$ cat config.mk
export PLATFORM = sky130hd
export DESIGN_NAME = bcd_mux_display
export DESIGN_NICKNAME = d
export VERILOG_FILES = /design/src/rtl/bcd_mux_display_pkg.sv /design/src/rtl/seg7_glyph_decode.sv /design/src/rtl/bcd_mux_display.sv
export SDC_FILE = /design/constraint.sdc
export NUM_CORES = 1
export LEC_CHECK = 0
export CORE_MARGIN = 2
export CORE_UTILIZATION = 50
export DETAILED_ROUTE_END_ITERATION = 16
export PLACE_DENSITY = 0.75
export SLEW_MARGIN = 25
export SYNTH_ARGS = -nofsm -noshare
export SYNTH_HDL_FRONTEND = slang
export SYNTH_HIERARCHICAL = 1
export SYNTH_SLANG_ARGS = --single-unit
$ cat constraint.sdc
create_clock -name CLK -period 2.4 [get_ports CLK]
set_clock_uncertainty 0.2 [all_clocks]
set_input_delay 0.72 -clock CLK [delete_from_list [all_inputs] [get_ports CLK]]
set_output_delay 0.72 -clock CLK [all_outputs]
set_load 0.02 [all_outputs]
$ cat src/rtl/bcd_mux_display_pkg.sv
// Shared constants for the multiplexed 7-segment display driver.
// Glyphs are active-high, bit order gfedcba (bit 0 = segment a).
package bcd_mux_display_pkg;

  localparam int SEG_W  = 7;
  localparam int CODE_W = 4;

  // Segment bit positions inside a glyph
  localparam int SEG_A = 0;
  localparam int SEG_B = 1;
  localparam int SEG_C = 2;
  localparam int SEG_D = 3;
  localparam int SEG_E = 4;
  localparam int SEG_F = 5;
  localparam int SEG_G = 6;

  localparam logic [SEG_W-1:0] GLYPH_0    = 7'h3F;
  localparam logic [SEG_W-1:0] GLYPH_1    = 7'h06;
  localparam logic [SEG_W-1:0] GLYPH_2    = 7'h5B;
  localparam logic [SEG_W-1:0] GLYPH_3    = 7'h4F;
  localparam logic [SEG_W-1:0] GLYPH_4    = 7'h66;
  localparam logic [SEG_W-1:0] GLYPH_5    = 7'h6D;
  localparam logic [SEG_W-1:0] GLYPH_6    = 7'h7D;
  localparam logic [SEG_W-1:0] GLYPH_7    = 7'h07;
  localparam logic [SEG_W-1:0] GLYPH_8    = 7'h7F;
  localparam logic [SEG_W-1:0] GLYPH_9    = 7'h6F;
  localparam logic [SEG_W-1:0] GLYPH_A    = 7'h77;
  localparam logic [SEG_W-1:0] GLYPH_B    = 7'h7C;
  localparam logic [SEG_W-1:0] GLYPH_C    = 7'h39;
  localparam logic [SEG_W-1:0] GLYPH_D    = 7'h5E;
  localparam logic [SEG_W-1:0] GLYPH_E    = 7'h79;
  localparam logic [SEG_W-1:0] GLYPH_F    = 7'h71;
  localparam logic [SEG_W-1:0] GLYPH_DASH = 7'h40;
  localparam logic [SEG_W-1:0] GLYPH_OFF  = 7'h00;
  localparam logic [SEG_W-1:0] GLYPH_ALL  = 7'h7F;

  // Bits needed to count 0..n-1; never less than one bit
  function automatic int unsigned cnt_width(int unsigned n);
    return (n <= 2) ? 1 : $clog2(n);
  endfunction

endpackage

$ cat src/rtl/seg7_glyph_decode.sv
// Combinational 4-bit code to 7-segment glyph decoder.
//   code_i     : digit code 0..15
//   hex_mode_i : 1 = show A b C d E F for 10..15, 0 = show dash
//   glyph_o    : active-high segments, gfedcba
module seg7_glyph_decode
  import bcd_mux_display_pkg::*;
(
  input  logic [CODE_W-1:0] code_i,
  input  logic              hex_mode_i,
  output logic [SEG_W-1:0]  glyph_o
);

  logic [SEG_W-1:0] hex_glyph;

  always_comb begin
    hex_glyph = GLYPH_DASH;
    case (code_i)
      4'h0: hex_glyph = GLYPH_0;
      4'h1: hex_glyph = GLYPH_1;
      4'h2: hex_glyph = GLYPH_2;
      4'h3: hex_glyph = GLYPH_3;
      4'h4: hex_glyph = GLYPH_4;
      4'h5: hex_glyph = GLYPH_5;
      4'h6: hex_glyph = GLYPH_6;
      4'h7: hex_glyph = GLYPH_7;
      4'h8: hex_glyph = GLYPH_8;
      4'h9: hex_glyph = GLYPH_9;
      4'hA: hex_glyph = GLYPH_A;
      4'hB: hex_glyph = GLYPH_B;
      4'hC: hex_glyph = GLYPH_C;
      4'hD: hex_glyph = GLYPH_D;
      4'hE: hex_glyph = GLYPH_E;
      default: hex_glyph = GLYPH_F;
    endcase
  end

  assign glyph_o = (!hex_mode_i && code_i > 4'd9) ? GLYPH_DASH : hex_glyph;

endmodule

$ cat src/rtl/bcd_mux_display.sv
// Time-multiplexed multi-digit 7-segment driver.
//   CLK, RST_N  : clock, async active-low reset
//   VALUE, DP   : packed digit codes / decimal points, captured on LOAD
//   LAMP_TEST   : all segments + DP on (highest priority)
//   BLANK       : all segments off, scanning continues
//   RBI         : enable leading-zero blanking
//   SEG, SEG_DP : segment drive for the digit in the current slot
//   DIGIT_EN    : one-hot digit enable, off during the first cycle of a slot
//   FRAME_DONE  : one-cycle pulse after each full scan frame
// All outputs are registered and show the (cnt, idx) of the previous cycle.
module bcd_mux_display
  import bcd_mux_display_pkg::*;
#(
  parameter int NUM_DIGITS   = 4,
  parameter int PRESCALE     = 50000,
  parameter int COMMON_ANODE = 0,
  parameter int HEX_MODE     = 0
) (
  input  logic                         CLK,
  input  logic                         RST_N,
  input  logic [CODE_W*NUM_DIGITS-1:0] VALUE,
  input  logic [NUM_DIGITS-1:0]        DP,
  input  logic                         LOAD,
  input  logic                         LAMP_TEST,
  input  logic                         RBI,
  input  logic                         BLANK,
  output logic [SEG_W-1:0]             SEG,
  output logic                         SEG_DP,
  output logic [NUM_DIGITS-1:0]        DIGIT_EN,
  output logic                         FRAME_DONE
);

  localparam int IW = cnt_width(NUM_DIGITS);
  localparam int CW = cnt_width(PRESCALE);
  localparam logic [CW-1:0] CNT_LAST = CW'(PRESCALE - 1);
  localparam logic [IW-1:0] IDX_LAST = IW'(NUM_DIGITS - 1);
  localparam logic          INV      = (COMMON_ANODE != 0);

  logic [CW-1:0] cnt_q, cnt_d;
  logic [IW-1:0] idx_q, idx_d;
  logic [NUM_DIGITS-1:0][CODE_W-1:0] sh_val_q, act_val_q;
  logic [NUM_DIGITS-1:0]             sh_dp_q, act_dp_q;
  logic [SEG_W-1:0]      seg_q, seg_d;
  logic                  seg_dp_q, seg_dp_d;
  logic [NUM_DIGITS-1:0] en_q, en_d;
  logic                  fd_q;

  logic                  slot_end, wrap;
  logic [NUM_DIGITS-1:0] rb;
  logic                  zero_run;
  logic [CODE_W-1:0]     cur_code;
  logic [SEG_W-1:0]      glyph;

  assign slot_end = (cnt_q == CNT_LAST);
  assign wrap     = slot_end && (idx_q == IDX_LAST);

  always_comb begin
    cnt_d = slot_end ? '0 : cnt_q + 1'b1;
    idx_d = idx_q;
    if (slot_end) idx_d = (idx_q == IDX_LAST) ? '0 : idx_q + 1'b1;
  end

  // Leading-zero blanking walks down from the MSD; the run stops at the
  // first nonzero code or set DP. Digit 0 always stays lit.
  always_comb begin
    rb       = '0;
    zero_run = RBI;
    for (int i = NUM_DIGITS - 1; i > 0; i--) begin
      zero_run = zero_run && (act_val_q[i] == '0) && !act_dp_q[i];
      rb[i]    = zero_run;
    end
  end

  assign cur_code = act_val_q[idx_q];

  seg7_glyph_decode u_glyph (
    .code_i     (cur_code),
    .hex_mode_i (HEX_MODE != 0),
    .glyph_o    (glyph)
  );

  always_comb begin
    if (LAMP_TEST) begin
      seg_d    = GLYPH_ALL;
      seg_dp_d = 1'b1;
    end else if (BLANK || rb[idx_q]) begin
      seg_d    = GLYPH_OFF;
      seg_dp_d = 1'b0;
    end else begin
      seg_d    = glyph;
      seg_dp_d = act_dp_q[idx_q];
    end
    // first cycle of each slot is dead time against ghosting
    en_d = '0;
    if (cnt_q != '0) en_d[idx_q] = 1'b1;
  end

  always_ff @(posedge CLK or negedge RST_N) begin
    if (!RST_N) begin
      cnt_q     <= '0;
      idx_q     <= '0;
      sh_val_q  <= '0;
      sh_dp_q   <= '0;
      act_val_q <= '0;
      act_dp_q  <= '0;
      seg_q     <= {SEG_W{INV}};
      seg_dp_q  <= INV;
      en_q      <= {NUM_DIGITS{INV}};
      fd_q      <= 1'b0;
    end else begin
      cnt_q <= cnt_d;
      idx_q <= idx_d;
      if (LOAD) begin
        sh_val_q <= VALUE;
        sh_dp_q  <= DP;
      end
      // frame-aligned copy; a LOAD on this edge lands in the next frame
      if (wrap) begin
        act_val_q <= sh_val_q;
        act_dp_q  <= sh_dp_q;
      end
      seg_q    <= seg_d ^ {SEG_W{INV}};
      seg_dp_q <= seg_dp_d ^ INV;
      en_q     <= en_d ^ {NUM_DIGITS{INV}};
      fd_q     <= wrap;
    end
  end

  assign SEG        = seg_q;
  assign SEG_DP     = seg_dp_q;
  assign DIGIT_EN   = en_q;
  assign FRAME_DONE = fd_q;

endmodule

-- After elaboration in Yosys (flattened, before gate mapping)
Memories as Yosys holds them, arrays and structs flattened.
Index checks and enable logic that the tools add are counted.
- word-level logic and storage cells: 56
- bits of input ports: 26
- memory bits (read-only): 112
- register bits after elaboration: 71
- output and inout bits: 13
- memories kept: 1
- mux-type cells: 16
- reduce and logical (&&, ||, !) cells: 16
- equal/unequal tests: 2
- magnitude comparators: 3
- $add $sub $neg: 2
- memory list (memory ; depth ; bits a word ; rd ports ; clocked after Yosys merged registers in ; wr ports ; line ; RTL):
    (name not given) ; 16 ; 7 ; 1 ; 0 ; 0 ; seg7_glyph_decode.sv:17 ; case (code_i)
- operators by type and width (cell ; number):
    7-bit two-way mux ; 3
    16-bit by 1-bit adder with 16-bit output, second input constant ; 1
    16-bit == test, second input constant ; 1
    16-bit two-way mux ; 1
    16-bit nonzero test ; 1
    4-bit zero test ; 3
    4-bit binary-select mux with 2-bit select ; 1
    1-bit logical AND ; 8
    4-bit two-way mux ; 2
    1-bit two-way mux ; 5
    1-bit binary-select mux with 2-bit select ; 2
    4-bit > comparator, second input constant ; 1
    1-bit zero test ; 3
    2-bit by 3-bit < comparator with 1-bit output, second input constant ; 1
    2-bit by 1-bit adder with 2-bit output, second input constant ; 1
    1-bit demux with 2-bit select ; 1
    2-bit == test, second input constant ; 1
    2-bit by 1-bit greater-or-equal comparator with 1-bit output, second input constant ; 1
    2-bit two-way mux ; 1
    1-bit logical OR ; 1

-- Depth between registers and ports, before layout
Gate-level depths: netlist of run 1.
- word-level depth: 12
- depth in mapped cells: 10
- gate-level depth less buffers: 8

-- Modules after synthesis
Netlist of run 1, hierarchy kept.
- modules (own cells, without submodules) (module ; times used ; seq. area each (um2) ; area an instance (um2) ; cells an instance):
    bcd_mux_display ; 1 ; 1776.7 ; 3138.0 ; 229
    seg7_glyph_decode ; 1 ; 0.0 ; 327.8 ; 41

-- Worst setup path before layout of run 1
OpenSTA, ideal clock, no wires.
- kind: register to register
- from: register idx_q[0]
- to: register seg_q[5] (netlist: SEG[5])
- library setup time: 79 ps
- required time: 2121 ps
- period minus slack after synthesis: 2453 ps
- cell stages (with the launch flop): 11
- setup slack: -53 ps
- path buffers: 2
- arrival: 2174 ps
- cell sequence: dfrtp_1 > buf_2 > mux4_2 > inv_1 > ha_1 > o21bai_1 > and3b_1 > buf_6 > nor3_2 > nand2_1 > o21bai_1
- longest elaborated chain between the ends: 6
- elaborated cells on any way between the ends: 10
- those cells by class: 1 x order compare; 7 x mux; 1 x reduce/logical; 1 x memory
- RTL lines (what ; line ; RTL):
    start, declared ; bcd_mux_display.sv:40 ; logic [IW-1:0] idx_q, idx_d;
    start signal, assigned ; bcd_mux_display.sv:112 ; idx_q <= idx_d;
    4-bit binary-select mux with 2-bit select (*) ; bcd_mux_display.sv:74 ; assign cur_code = act_val_q[idx_q];
    4-bit two-way mux (implied by the code) (*) ; bcd_mux_display.sv:74 ;
    net cur_code[1] ; bcd_mux_display.sv:51 ; logic [CODE_W-1:0] cur_code;
    memory read 16 x 7 bit / 4-bit > comparator (equally long branches) ; n/a ;
    7-bit two-way mux (*) ; seg7_glyph_decode.sv:37 ; assign glyph_o = (!hex_mode_i && code_i > 4'd9) ? GLYPH_DASH : hex_glyph;
    net glyph[5] ; bcd_mux_display.sv:52 ; logic [SEG_W-1:0] glyph;
    7-bit two-way mux (*) ; bcd_mux_display.sv:86 ; end else if (BLANK || rb[idx_q]) begin
    7-bit two-way mux (*) ; bcd_mux_display.sv:83 ; if (LAMP_TEST) begin
    net seg_d[5] ; bcd_mux_display.sv:43 ; logic [SEG_W-1:0] seg_q, seg_d;
    end signal, assigned ; bcd_mux_display.sv:106 ; seg_q <= {SEG_W{INV}};
    end signal, assigned ; bcd_mux_display.sv:122 ; seg_q <= seg_d ^ {SEG_W{INV}};
    end, declared ; bcd_mux_display.sv:43 ;
Mark *: on every way through the listed nets, which the timed path passes. The rest lies on a longest branch. The select of a mux whose other input is x is not followed.
A chain may end at the register's enable or synchronous reset.

-- Worst setup path in the final report of run 1
- from: register idx_q[0]
- to: register seg_q[2] (netlist: SEG[2])
Same word-level chain as after synthesis.

==> results of run 1 <==
[layer usage]
metal / track usage / part of all wire / up-vias
met2: 0.289 / 0.50 / 38
met1: 0.226 / 0.45 / 1083
li1: - / - / 1066
met5: 0 / 0 / -
met4: 0.0615 / 0.014 / 0
met3: 0.0588 / 0.034 / 9
[registers in the layout (all words and copies together), names as in the netlist]
register,cells
sh_val_q,16
act_val_q,16
FRAME_DONE,1
cnt_q,16
act_dp_q,4
SEG_DP,1
sh_dp_q,4
DIGIT_EN,4
SEG,7
idx_q,2
[stage by stage]
stage,util,std cells
4_1_cts,0.625,408
6_report,0.630,411
3_3_place_gp,0.594,392
2_1_floorplan,-,271
5_1_grt,0.630,411
3_5_place_dp,0.594,392
[cell families (layout without fill, tap and decap cells)]
group	Yosys count	after routing
AO/OA/AOI/OAI	24	24
XOR/XNOR	14	14
adder cells (fa/ha/maj)	12	12
buffers and inverters	22	82
flip-flops	71	71
multiplexers	47	47
other	1	2
AND/OR/NAND/NOR	79	79
[worst max path at each step]
stage                               from                to  slack, ns  depth (start not counted)
floorplan           idx_q[0]$_DFFE_PN0N_  SEG[5]$_DFF_PN0_      0.007                         10
global placement    idx_q[0]$_DFFE_PN0N_  SEG[6]$_DFF_PN0_       0.11                          7
detailed placement  idx_q[0]$_DFFE_PN0N_  SEG[6]$_DFF_PN0_     -0.002                          7
CTS                 idx_q[0]$_DFFE_PN0N_  SEG[1]$_DFF_PN0_       0.05                          7
global route        idx_q[0]$_DFFE_PN0N_  SEG[2]$_DFF_PN0_     -0.008                          8
finish              idx_q[0]$_DFFE_PN0N_  SEG[2]$_DFF_PN0_       0.10                          8
[cell type report]
type	instances	area, um^2	share of cell area
Clock buffer	12	155	0.0365
Clock inverter	4	53.8	0.0126
Inverter	10	37.5	0.00882
Multi-Input combinational cell	178	1580	0.372
Sequential cell	71	1780	0.418
Tap cell	80	100	0.0235
Timing Repair Buffer	56	548	0.129
[power groups by stage]
| stage | Clock [uW] | Sequential [uW] | Combinational (uW) |
|---|---|---|---|
| 2_1_floorplan | 0 | 1280 | 50.6 |
| 3_3_place_gp | 0 | 1280 | 149 |
| 3_5_place_dp | 0 | 1280 | 153 |
| 4_1_cts | 1010 | 1260 | 154 |
| 5_1_grt | 1070 | 1260 | 165 |
| 6_report | 971 | 1260 | 150 |
[synthesized netlist by cell type, drive strengths merged]
library cell,n
nand3,11
xnor2,8
nand2,14
dfrtp,71
o32ai,1
clkbuf,4
nor2b,3
a21oi,3
nand2b,1
nor3b,1
xor2,6
nand3b,2
and2b,1
nor3,10
nor4b,2
conb,1
nand4,3
inv,10
and3b,1
buf,8
mux4,5
nor4,7
o21bai,9
a21o,1
nor2,15
a22oi,1
and3,2
and4,1
o211ai,2
or4,1
a211o,1
a211oi,1
a221oi,1
mux2,42
and2,4
a21boi,2
o21ai,1
ha,12
o21a,1
[worst max-delay path, cell delays in order (launching register included)]
cell      delay [ns]
dfrtp_2         0.41
mux4_2          0.56
inv_2           0.11
ha_2            0.20
o21bai_2        0.09
and3b_2         0.26
a221oi_2        0.19
nand2_1         0.08
o21bai_1        0.13
[repair_timing]
action,CTS,global route
pin swaps,0,2
cloned,0,0
setup endpoints to repair,1,6
setup buffers,0,3
gates resized for setup,1,6
==> summary.md, run 1 <==
| Metric | Value |
|---|---|
| Run status | complete, no violations |
| CTS Buf Count | 9 |
| Commonest non-fill, non-tap cell in the layout | dfrtp_1 |
| CTS tree | built |
| DP Area | 4010 um^2 |
| Synth Area in Compound Gates | 0.0534 |
| Hold_ws | 0.165 ns |
| Sequential fraction of design power | 0.529 |
| Root buffer cell | clkbuf_8 |
| Htree depth | 3 |
| Mapped Cells | 270 |
| Vias per std cell | 5.34 |
| Syn-to-layout area delta | 22.8% |
| Final worst setup slack | 0.103 ns |
| Type of the most critical hold path | in2async |
| Switch share | 0.215 |
| Internal | 1860 uW |
| Most area-consuming cells after synthesis | dfrtp_1 51%, mux2_4 9.1%, mux2_2 6.8% |
| Maximum root-to-sink buffer count | 2 |
| Die ar. | 7610 um^2 |
| Fillers | 535 |
| Largest net degree at the start of global routing | 56 |
| Power Density | 558 nW/um^2 |
| Largest family of logic cells by synthesized area | multiplexers |
| FF-to-FF End | SEG[2]$_DFF_PN0_ |
| Mapped cell area | 3470 um^2 |
| Wire per inst | 14.8 um |
| WP data required | 2.47 ns |
| Max-cap viol count | 0 |
| CP Capture Type | flip-flop |
| Post-route ant nets | 0 |
| Share of the synthesized area in the top cell type | 0.513 |
| Cts hold-fix bufs | 0 |
| Setup TNS | 0 ns |
| Sequential area share after synthesis | 0.513 |
| Sw Pwr | 512 uW |
| Remaining global-route overflow | 0 |
| Tmin final | 2.30 ns |
| Clk pwr share | 0.408 |
| Arr. time, crit path | 2.36 ns |
| Num rows | 30 |
| Drt drc | 0 |
| FMAX | 0.435 GHz |
| First-pass GRT wire length | 10500 um |
| Register-to-register setup slack | 0.10 ns |
| Cells on worst reg2reg path | 8 |
| Yosys top cell by area | dfrtp_1 |
| Routed WL | 6100 um |
| XOR/XNOR Fraction of Synth Area | 0.0354 |
| Die width | 87.3 um |
| Clock transition at path regs | 0.07 ns |
| Post-DP HPWL | 4380 um |
| Post-synthesis adder-cell area fraction | 0.0433 |
| Register bit total from synthesis | 71 |
| Vias in the first global route | 2201 |
| DRT iter0 DRCs | 87 |
| Startpoint class of the critical path | flip-flop |
| Final setup violation count | 0 |
| Gpl congestion | 0.885 |
| Clk_lat worst skew | 0.34 ns |
| Tot GR Track Use | 0.179 |
| Combinational share of power | 0.063 |
| Initial antenna violation count | 0 |
| Power Total | 2380 uW |
| Share of cells above drive strength 1 | 0.290 |
| Die H | 87.3 um |
| ANT cells | 0 |
| Synth Warn # | 6 |
| CTS Sinks | 71 |
| I/O pin count | 39 |
| Final Hold Fails | 0 |
| Peak VDD IR | 0.471 mV |
| Core Area | 6760 um^2 |
| RR Startpoint | idx_q[0]$_DFFE_PN0N_ |
| Post-synthesis simple-gate area fraction | 0.128 |
| Post-synthesis mux area share | 0.192 |
| Pins Over Slew Limit | 0 |
| Synth cell types | 46 |
| I/O Buffers | 38 |
| Design Area, Final | 4260 um^2 |
| Post-Place Setup Slack | -0.00222 ns |
| Most frequent cells in the layout | 70 x dfrtp_1, 37 x clkdlybuf4s50_1, 21 x mux2_2, 21 x mux2_4 |
| Static leakage | 0.00195 uW |
| Critical path class | reg2reg |
| Final nets | 364 |
| Critical path peak fanout | 6 |
| Pre-antenna DRT Iters | 4 |
| Total number of vias | 2196 |
| Final Cycle Share | 0.957 |
| Post-Syn Area per Cell | 12.8 um^2 |
| Initial core utilization | 0.513 |
Note: power is estimated with default switching activity, not from simulation.
==> run 2, diff against run 1 <==
--- a/config.mk
+++ b/config.mk
@@ -6,11 +6,12 @@
 export NUM_CORES = 1
 export LEC_CHECK = 0
 export CORE_MARGIN = 2
-export CORE_UTILIZATION = 50
+export CORE_UTILIZATION = 51
 export DETAILED_ROUTE_END_ITERATION = 16
-export PLACE_DENSITY = 0.75
+export PLACE_DENSITY = 0.76
 export SLEW_MARGIN = 25
 export SYNTH_ARGS = -nofsm -noshare
 export SYNTH_HDL_FRONTEND = slang
 export SYNTH_HIERARCHICAL = 1
 export SYNTH_SLANG_ARGS = --single-unit
+export TNS_END_PERCENT = 50
==> run 2 against run 1 <==
  * Clock-buffer cell count fell by 3
  * Utilization rose by 1.2 points
  * Largest cell class unchanged
  * Die area shrank 1.9%
  * Routed wire length up 3.0%
  * Fmax increased by 0.79%
  * Critical endpoint unchanged
  * Design area increased by 0.74%
  * Final cell count fell by 0.49%
  * Non-clock buffer count decreased by 2
  * First-iteration DRC count is 33% higher
  * Worst setup slack better by 0.018 ns
  * Power rose by 7.3%
  * Largest power group unchanged
==> summary.md, run 2 (synthesis gave the netlist of run 1 again) <==
| Metric | Value |
|---|---|
| Pre-antenna DRT Iters | 4 (unchanged) |
| Root buffer cell | clkbuf_8 (unchanged) |
| Internal | 2020 uW (was 1860 uW) |
| Crit-path slowest cell | mux4_2 (unchanged) |
| Setup TNS | 0 ns (unchanged) |
| Initial antenna violation count | 0 (unchanged) |
| Pins Over Slew Limit | 0 (unchanged) |
| Die width | 86.4 um (was 87.3 um) |
| I/O Buffers | 38 (unchanged) |
| Sequential fraction of design power | 0.493 (was 0.529) |
| Clk pwr share | 0.448 (was 0.408) |
| Core Area | 6680 um^2 (was 6760 um^2) |
| CTS Buf Count | 9 (unchanged) |
| Vias per std cell | 5.43 (was 5.34) |
| Unrepaired setup endpoints after global routing | true |
| Switch share | 0.209 (was 0.215) |
| Type of the most critical hold path | in2async (unchanged) |
| Most frequent cells in the layout | 70 x dfrtp_1, 37 x clkdlybuf4s50_1, 21 x mux2_2, 21 x mux2_4, 15 x nor2_1 (was 70 x dfrtp_1, 37 x clkdlybuf4s50_1, 21 x mux2_2, 21 x mux2_4) |
| Die ar. | 7470 um^2 (was 7610 um^2) |
| Post-DP HPWL | 4480 um (was 4380 um) |
| Clk_lat worst skew | 0.35 ns (was 0.34 ns) |
| Critical-path cell list | mux4_2 > inv_2 > ha_2 > o21bai_1 > and3b_2 > a221oi_2 > nand2_1 > o21bai_1 (was mux4_2 > inv_2 > ha_2 > o21bai_2 > and3b_2 > a221oi_2 > nand2_1 > o21bai_1) |
| Tmin final | 2.28 ns (was 2.30 ns) |
| CP startpoint | idx_q[0]$_DFFE_PN0N_ (unchanged) |
| Clock transition at path regs | 0.08 ns (was 0.07 ns) |
| CP Capture Type | flip-flop (unchanged) |
| Final Hold Fails | 0 (unchanged) |
| CP peak stage delay | 0.57 ns (was 0.56 ns) |
| Maximum root-to-sink buffer count | 2 (unchanged) |
| Cells on worst reg2reg path | 8 (unchanged) |
| Share of cells above drive strength 1 | 0.286 (was 0.290) |
| ANT cells | 0 (unchanged) |
| DRT iter0 DRCs | 116 (was 87) |
| Largest net degree at the start of global routing | 43 (was 56) |
| Gpl congestion | 0.859 (was 0.885) |
| Cts hold-fix bufs | 0 (unchanged) |
| Max-cap viol count | 0 (unchanged) |
| Power Density | 595 nW/um^2 (was 558 nW/um^2) |
| Num rows | 30 (unchanged) |
| Final Cycle Share | 0.950 (was 0.957) |
| FMAX | 0.439 GHz (was 0.435 GHz) |
| WP data required | 2.47 ns (about the same) |
| Vias in the first global route | 2134 (was 2201) |
| I/O pin count | 39 (unchanged) |
| Arr. time, crit path | 2.35 ns (was 2.36 ns) |
| Critical Path Most Common Cell | o21bai_1 |
| Tot GR Track Use | 0.184 (was 0.179) |
| Fillers | 510 (was 535) |
| Power Total | 2550 uW (was 2380 uW) |
| Critical path class | reg2reg (unchanged) |
| Combinational share of power | 0.059 (was 0.063) |
| Wire per inst | 15.3 um (was 14.8 um) |
| Drt drc | 0 (unchanged) |
| Final setup violation count | 0 (unchanged) |
| Commonest non-fill, non-tap cell in the layout | dfrtp_1 (unchanged) |
| Htree depth | 3 (unchanged) |
| Die H | 86.4 um (was 87.3 um) |
| Syn-to-layout area delta | 23.7% (was 22.8%) |
| Final nets | 362 (was 364) |
| Initial core utilization | 0.519 (was 0.513) |
| CTS tree | built (unchanged) |
| Critical path peak fanout | 6 (unchanged) |
| Total number of vias | 2220 (was 2196) |
| Sw Pwr | 532 uW (was 512 uW) |
| Worst Setup EP | SEG[2]$_DFF_PN0_ (unchanged) |
| Static leakage | 0.00195 uW (about the same) |
| FF-to-FF End | SEG[2]$_DFF_PN0_ (unchanged) |
| RR Startpoint | idx_q[0]$_DFFE_PN0N_ (unchanged) |
| Startpoint class of the critical path | flip-flop (unchanged) |
| Remaining global-route overflow | 0 (unchanged) |
| Post-route ant nets | 0 (unchanged) |
| Routed WL | 6280 um (was 6100 um) |
| Register-to-register setup slack | 0.12 ns (was 0.10 ns) |
| Peak VDD IR | 0.413 mV (was 0.471 mV) |
| First-pass GRT wire length | 10500 um (about the same) |
| Run status | complete, no violations (unchanged) |
| Largest regs | act_val_q (16), cnt_q (16), sh_val_q (16) (unchanged) |
| CTS Sinks | 71 (unchanged) |
run 2: cell count changes in the layout (fill, tap and decap cells not counted), sizes merged:
cell | before | now
clkbuf | 12 | 9
inv | 10 | 11
buf | 19 | 17
bufinv | 1 | 3
run 2: how the worst min path moves through the flow:
stage                             from                       end  cells past startpoint
3_3_place_gp       cnt_q[13]$_DFF_PN0_       cnt_q[13]$_DFF_PN0_                      1
4_1_cts                          RST_N       cnt_q[12]$_DFF_PN0_                      1
2_1_floorplan                    RST_N     DIGIT_EN[0]$_DFF_PN0_                      0
5_1_grt                          RST_N       cnt_q[12]$_DFF_PN0_                      1
6_report                         RST_N     DIGIT_EN[3]$_DFF_PN0_                      1
3_5_place_dp   sh_val_q[7]$_DFFE_PN0P_  act_val_q[7]$_DFFE_PN0P_                      1
run 2: power groups by stage:
stage	registers, uW	logic (uW)	clock network [uW]
global placement	1280	151	0
finish	1260	151	1140
CTS	1260	155	1180
global route	1260	167	1230
floorplan	1280	50.6	0
detailed placement	1280	155	0
run 2: timing repair:
action | in CTS | in global routing
hold endpoints to repair | 0 | 0
endpoints found under the setup margin | 1 | 7
pin swaps | 0 | 2
setup buffers | 0 | 3
resized for setup | 1 | 7
run 2: per-stage QoR:
stage | util | hold WS (ns) | cell area (um^2) | instances | worst slack (ns)
2_1_floorplan | - | 0.224 | 3470 | 271 | 0.00717
5_1_grt | 0.642 | 0.113 | 4290 | 409 | -0.0126
6_report | 0.642 | 0.0998 | 4290 | 409 | 0.121
3_5_place_dp | 0.598 | 0.291 | 4000 | 390 | 0.00939
4_1_cts | 0.635 | 0.0951 | 4240 | 406 | 0.0202
3_3_place_gp | 0.598 | 0.287 | 4000 | 390 | 0.0558
run 2: layer usage:
layer | part of all wire | GRT usage | vias up
met4 | 0.014 | 0.0696 | 0
met3 | 0.043 | 0.0571 | 9
met2 | 0.47 | 0.263 | 50
met1 | 0.48 | 0.265 | 1099
li1 | - | - | 1062
met5 | 0 | 0 | -
run 2: critical path: cells and delay by family (launching register included):
| kind | cells | cell delay [ns] |
|---|---|---|
| multiplexers | 1 | 0.57 |
| buffers and inverters | 1 | 0.10 |
| adder cells (fa/ha/maj) | 1 | 0.19 |
| flip-flops | 1 | 0.41 |
| AO/OA/AOI/OAI | 3 | 0.39 |
| AND/OR/NAND/NOR | 2 | 0.34 |
run 2: area by class of cell:
type | count | area, um^2 | share of cell area
Timing Repair Buffer | 54 | 549 | 0.128
Sequential cell | 71 | 1780 | 0.415
Inverter | 10 | 37.5 | 0.00876
Clock inverter | 7 | 119 | 0.0277
Tap cell | 80 | 100 | 0.0234
Clock buffer | 9 | 124 | 0.0289
Multi-Input combinational cell | 178 | 1580 | 0.368
==> run 3, diff against run 2 <==
--- a/config.mk
+++ b/config.mk
@@ -5,10 +5,11 @@
 export SDC_FILE = /design/constraint.sdc
 export NUM_CORES = 1
 export LEC_CHECK = 0
-export CORE_MARGIN = 2
-export CORE_UTILIZATION = 51
+export CORE_ASPECT_RATIO = 0.5
+export CORE_MARGIN = 3
+export CORE_UTILIZATION = 56
 export DETAILED_ROUTE_END_ITERATION = 16
-export PLACE_DENSITY = 0.76
+export PLACE_DENSITY = 0.8
 export SLEW_MARGIN = 25
 export SYNTH_ARGS = -nofsm -noshare
 export SYNTH_HDL_FRONTEND = slang
==> constraint.sdc (replaced) <==
create_clock -name CLK -period 2.51 [get_ports CLK]
set_clock_uncertainty 0.2 [all_clocks]
set_input_delay 0.753 -clock CLK [delete_from_list [all_inputs] [get_ports CLK]]
set_output_delay 0.753 -clock CLK [all_outputs]
set_load 0.02 [all_outputs]
==> run 3 against run 2 <==
  * Fmax decreased by 4.4%
  * Register-to-register slack is essentially flat
  * Sequential power decreased by 5%
  * Largest power group unchanged
  * Largest cell class unchanged
  * Power shrank 2.6%
==> summary.md, run 3 (synthesis gave the netlist of run 1 again) <==
| Metric | Value |
|---|---|
| Critical-path cell list | mux4_2 > inv_2 > ha_1 > o21bai_1 > and3b_2 > a221oi_2 > nand2_1 > o21bai_1 (was mux4_2 > inv_2 > ha_2 > o21bai_1 > and3b_2 > a221oi_2 > nand2_1 > o21bai_1) |
| Share of cells above drive strength 1 | 0.252 (was 0.286) |
| Routed WL | 6410 um (was 6280 um) |
| Startpoint class of the critical path | flip-flop (unchanged) |
| Most frequent cells in the layout | 71 x dfrtp_1, 37 x clkdlybuf4s50_1, 21 x mux2_2, 21 x mux2_4, 15 x nor2_1 (was 70 x dfrtp_1, 37 x clkdlybuf4s50_1, 21 x mux2_2, 21 x mux2_4, 15 x nor2_1) |
| Drt drc | 0 (unchanged) |
| Tmin final | 2.38 ns (was 2.28 ns) |
| Post-DP HPWL | 4510 um (was 4480 um) |
| DP Area | 3970 um^2 (was 4000 um^2) |
| Syn-to-layout area delta | 22.7% (was 23.7%) |
| Post-route ant nets | 0 (unchanged) |
| Gpl congestion | 0.873 (was 0.859) |
| Final setup violation count | 0 (unchanged) |
| Critical path peak fanout | 6 (unchanged) |
| Remaining global-route overflow | 0 (unchanged) |
| Initial core utilization | 0.605 (was 0.519) |
| Root buffer cell | clkbuf_16 (was clkbuf_8) |
| RR Startpoint | idx_q[0]$_DFFE_PN0N_ (unchanged) |
| FMAX | 0.419 GHz (was 0.439 GHz) |
| Hold_ws | 0.229 ns (was 0.0998 ns) |
| Fillers | 383 (was 510) |
| Power Density | 584 nW/um^2 (was 595 nW/um^2) |
| Run status | complete, no violations (unchanged) |
| FF-to-FF End | SEG[2]$_DFF_PN0_ (unchanged) |
| CTS tree | built (unchanged) |
| Core Util, Final | 0.743 (was 0.642) |
| Initial antenna violation count | 0 (unchanged) |
| Maximum root-to-sink buffer count | 2 (unchanged) |
| Commonest non-fill, non-tap cell in the layout | dfrtp_1 (unchanged) |
| I/O pin count | 39 (unchanged) |
| Type of the most critical hold path | in2async (unchanged) |
| Die width | 117 um (was 86.4 um) |
| Vias in the first global route | 2250 (was 2134) |
| Static leakage | 0.00194 uW (was 0.00195 uW) |
| Register-to-register setup slack | 0.13 ns (was 0.12 ns) |
| ANT cells | 0 (unchanged) |
| Pre-antenna DRT Iters | 4 (unchanged) |
| CTS Buf Count | 9 (unchanged) |
| Final worst setup slack | 0.125 ns (was 0.121 ns) |
| First-pass GRT wire length | 10600 um (was 10500 um) |
| Pins Over Slew Limit | 0 (unchanged) |
| Critical Path Most Common Cell | o21bai_1 (unchanged) |
| Final Hold Fails | 0 (unchanged) |
| Largest net degree at the start of global routing | 72 (was 43) |
| Wire per inst | 15.8 um (was 15.3 um) |
| Peak VDD IR | 0.393 mV (was 0.413 mV) |
| Design Area, Final | 4250 um^2 (was 4290 um^2) |
| Clock transition at path regs | 0.05 ns (was 0.08 ns) |
| Critical path class | reg2reg (unchanged) |
| Vias per std cell | 5.46 (was 5.43) |
| Die ar. | 7230 um^2 (was 7470 um^2) |
| Htree depth | 3 (unchanged) |
| CTS Sinks | 71 (unchanged) |
| Total number of vias | 2217 (was 2220) |
| Die H | 61.6 um (was 86.4 um) |
| Final nets | 357 (was 362) |
| DRT iter0 DRCs | 70 (was 116) |
| Arr. time, crit path | 2.44 ns (was 2.35 ns) |
| Clk_lat worst skew | 0.33 ns (was 0.35 ns) |
| Num rows | 19 (was 30) |
| Cells on worst reg2reg path | 8 (unchanged) |
| I/O Buffers | 38 (unchanged) |
| Core Area | 5730 um^2 (was 6680 um^2) |
| Setup TNS | 0 ns (unchanged) |
| Crit-path slowest cell | mux4_2 (unchanged) |
| Final Cycle Share | 0.950 (about the same) |
| Tot GR Track Use | 0.200 (was 0.184) |
| Largest regs | act_val_q (16), cnt_q (16), sh_val_q (16) (unchanged) |
| Post-Place Setup Slack | 0.122 ns (was 0.00939 ns) |
| Cts hold-fix bufs | 0 (unchanged) |
| CP peak stage delay | 0.58 ns (was 0.57 ns) |
| CP Capture Type | flip-flop (unchanged) |
| Max-cap viol count | 0 (unchanged) |
| Unrepaired setup endpoints after global routing | false (was true) |
| WP data required | 2.56 ns (was 2.47 ns) |
## run 3: cell types whose count changed in the layout (fill, tap and decap cells not counted), moves of 3 or more
cell	before	now
clkbuf_8	9	2
bufinv_16	3	0
clkbuf_16	0	9
buf_4	11	8
## run 3: per-stage QoR
step,total power [uW],instances
4_1_cts,2510,404
6_report,2480,406
3_3_place_gp,1360,390
3_5_place_dp,1370,390
2_1_floorplan,1270,271
5_1_grt,2580,406
## run 3: routing by layer
metal,share of wire,up-vias,GRT usage,wire [um]
met4,0.011,0,0.0735,73
met1,0.43,1103,0.236,2760
met3,0.062,10,0.0824,396
li1,-,1049,-,-
met5,0,-,0,0
met2,0.50,55,0.338,3180
## run 3: worst max-delay path by stage
stage | startpoint | to | slack, ns | cells after the start
after global placement | idx_q[0]$_DFFE_PN0N_ | SEG[6]$_DFF_PN0_ | 0.22 | 7
final | idx_q[0]$_DFFE_PN0N_ | SEG[2]$_DFF_PN0_ | 0.13 | 8
after global routing | idx_q[0]$_DFFE_PN0N_ | SEG[6]$_DFF_PN0_ | 0.003 | 7
after CTS | idx_q[0]$_DFFE_PN0N_ | SEG[6]$_DFF_PN0_ | 0.08 | 7
after detailed placement | idx_q[0]$_DFFE_PN0N_ | SEG[6]$_DFF_PN0_ | 0.12 | 7
after floorplan | idx_q[0]$_DFFE_PN0N_ | SEG[5]$_DFF_PN0_ | 0.06 | 10
## run 3: critical path: cells and delay by family (launching register included)
family / cells / cell delay [ns]
DFF: 1 / 0.40
and+or+nand+nor: 2 / 0.35
buffers and inverters: 1 / 0.13
adders and majority gates: 1 / 0.21
AOI/OAI and AO/OA: 3 / 0.44
muxes: 1 / 0.58
## run 3: cell type report
type | count | area, um^2 | share of cell area
Sequential cell | 71 | 1780 | 0.418
Multi-Input combinational cell | 178 | 1570 | 0.370
Timing Repair Buffer | 49 | 495 | 0.116
Clock buffer | 13 | 260 | 0.0612
Tap cell | 84 | 105 | 0.0247
Inverter | 10 | 37.5 | 0.00882
Clock inverter | 1 | 5.00 | 0.00118
## run 3: repair_timing
action | in CTS | in global routing
hold endpoints to repair | 0 | 0
setup buffers | 0 | 2
endpoints found under the setup margin | 0 | 5
resized for setup | 0 | 2
## run 3: where the power goes
group	leakage [uW]	switching (uW)	total (uW)	internal [uW]
sequential	0.000900	19.7	1200	1190
clock	0.000132	426	1140	709
combinational	0.000913	58.5	143	84.7
total	0.00194	504	2480	1980
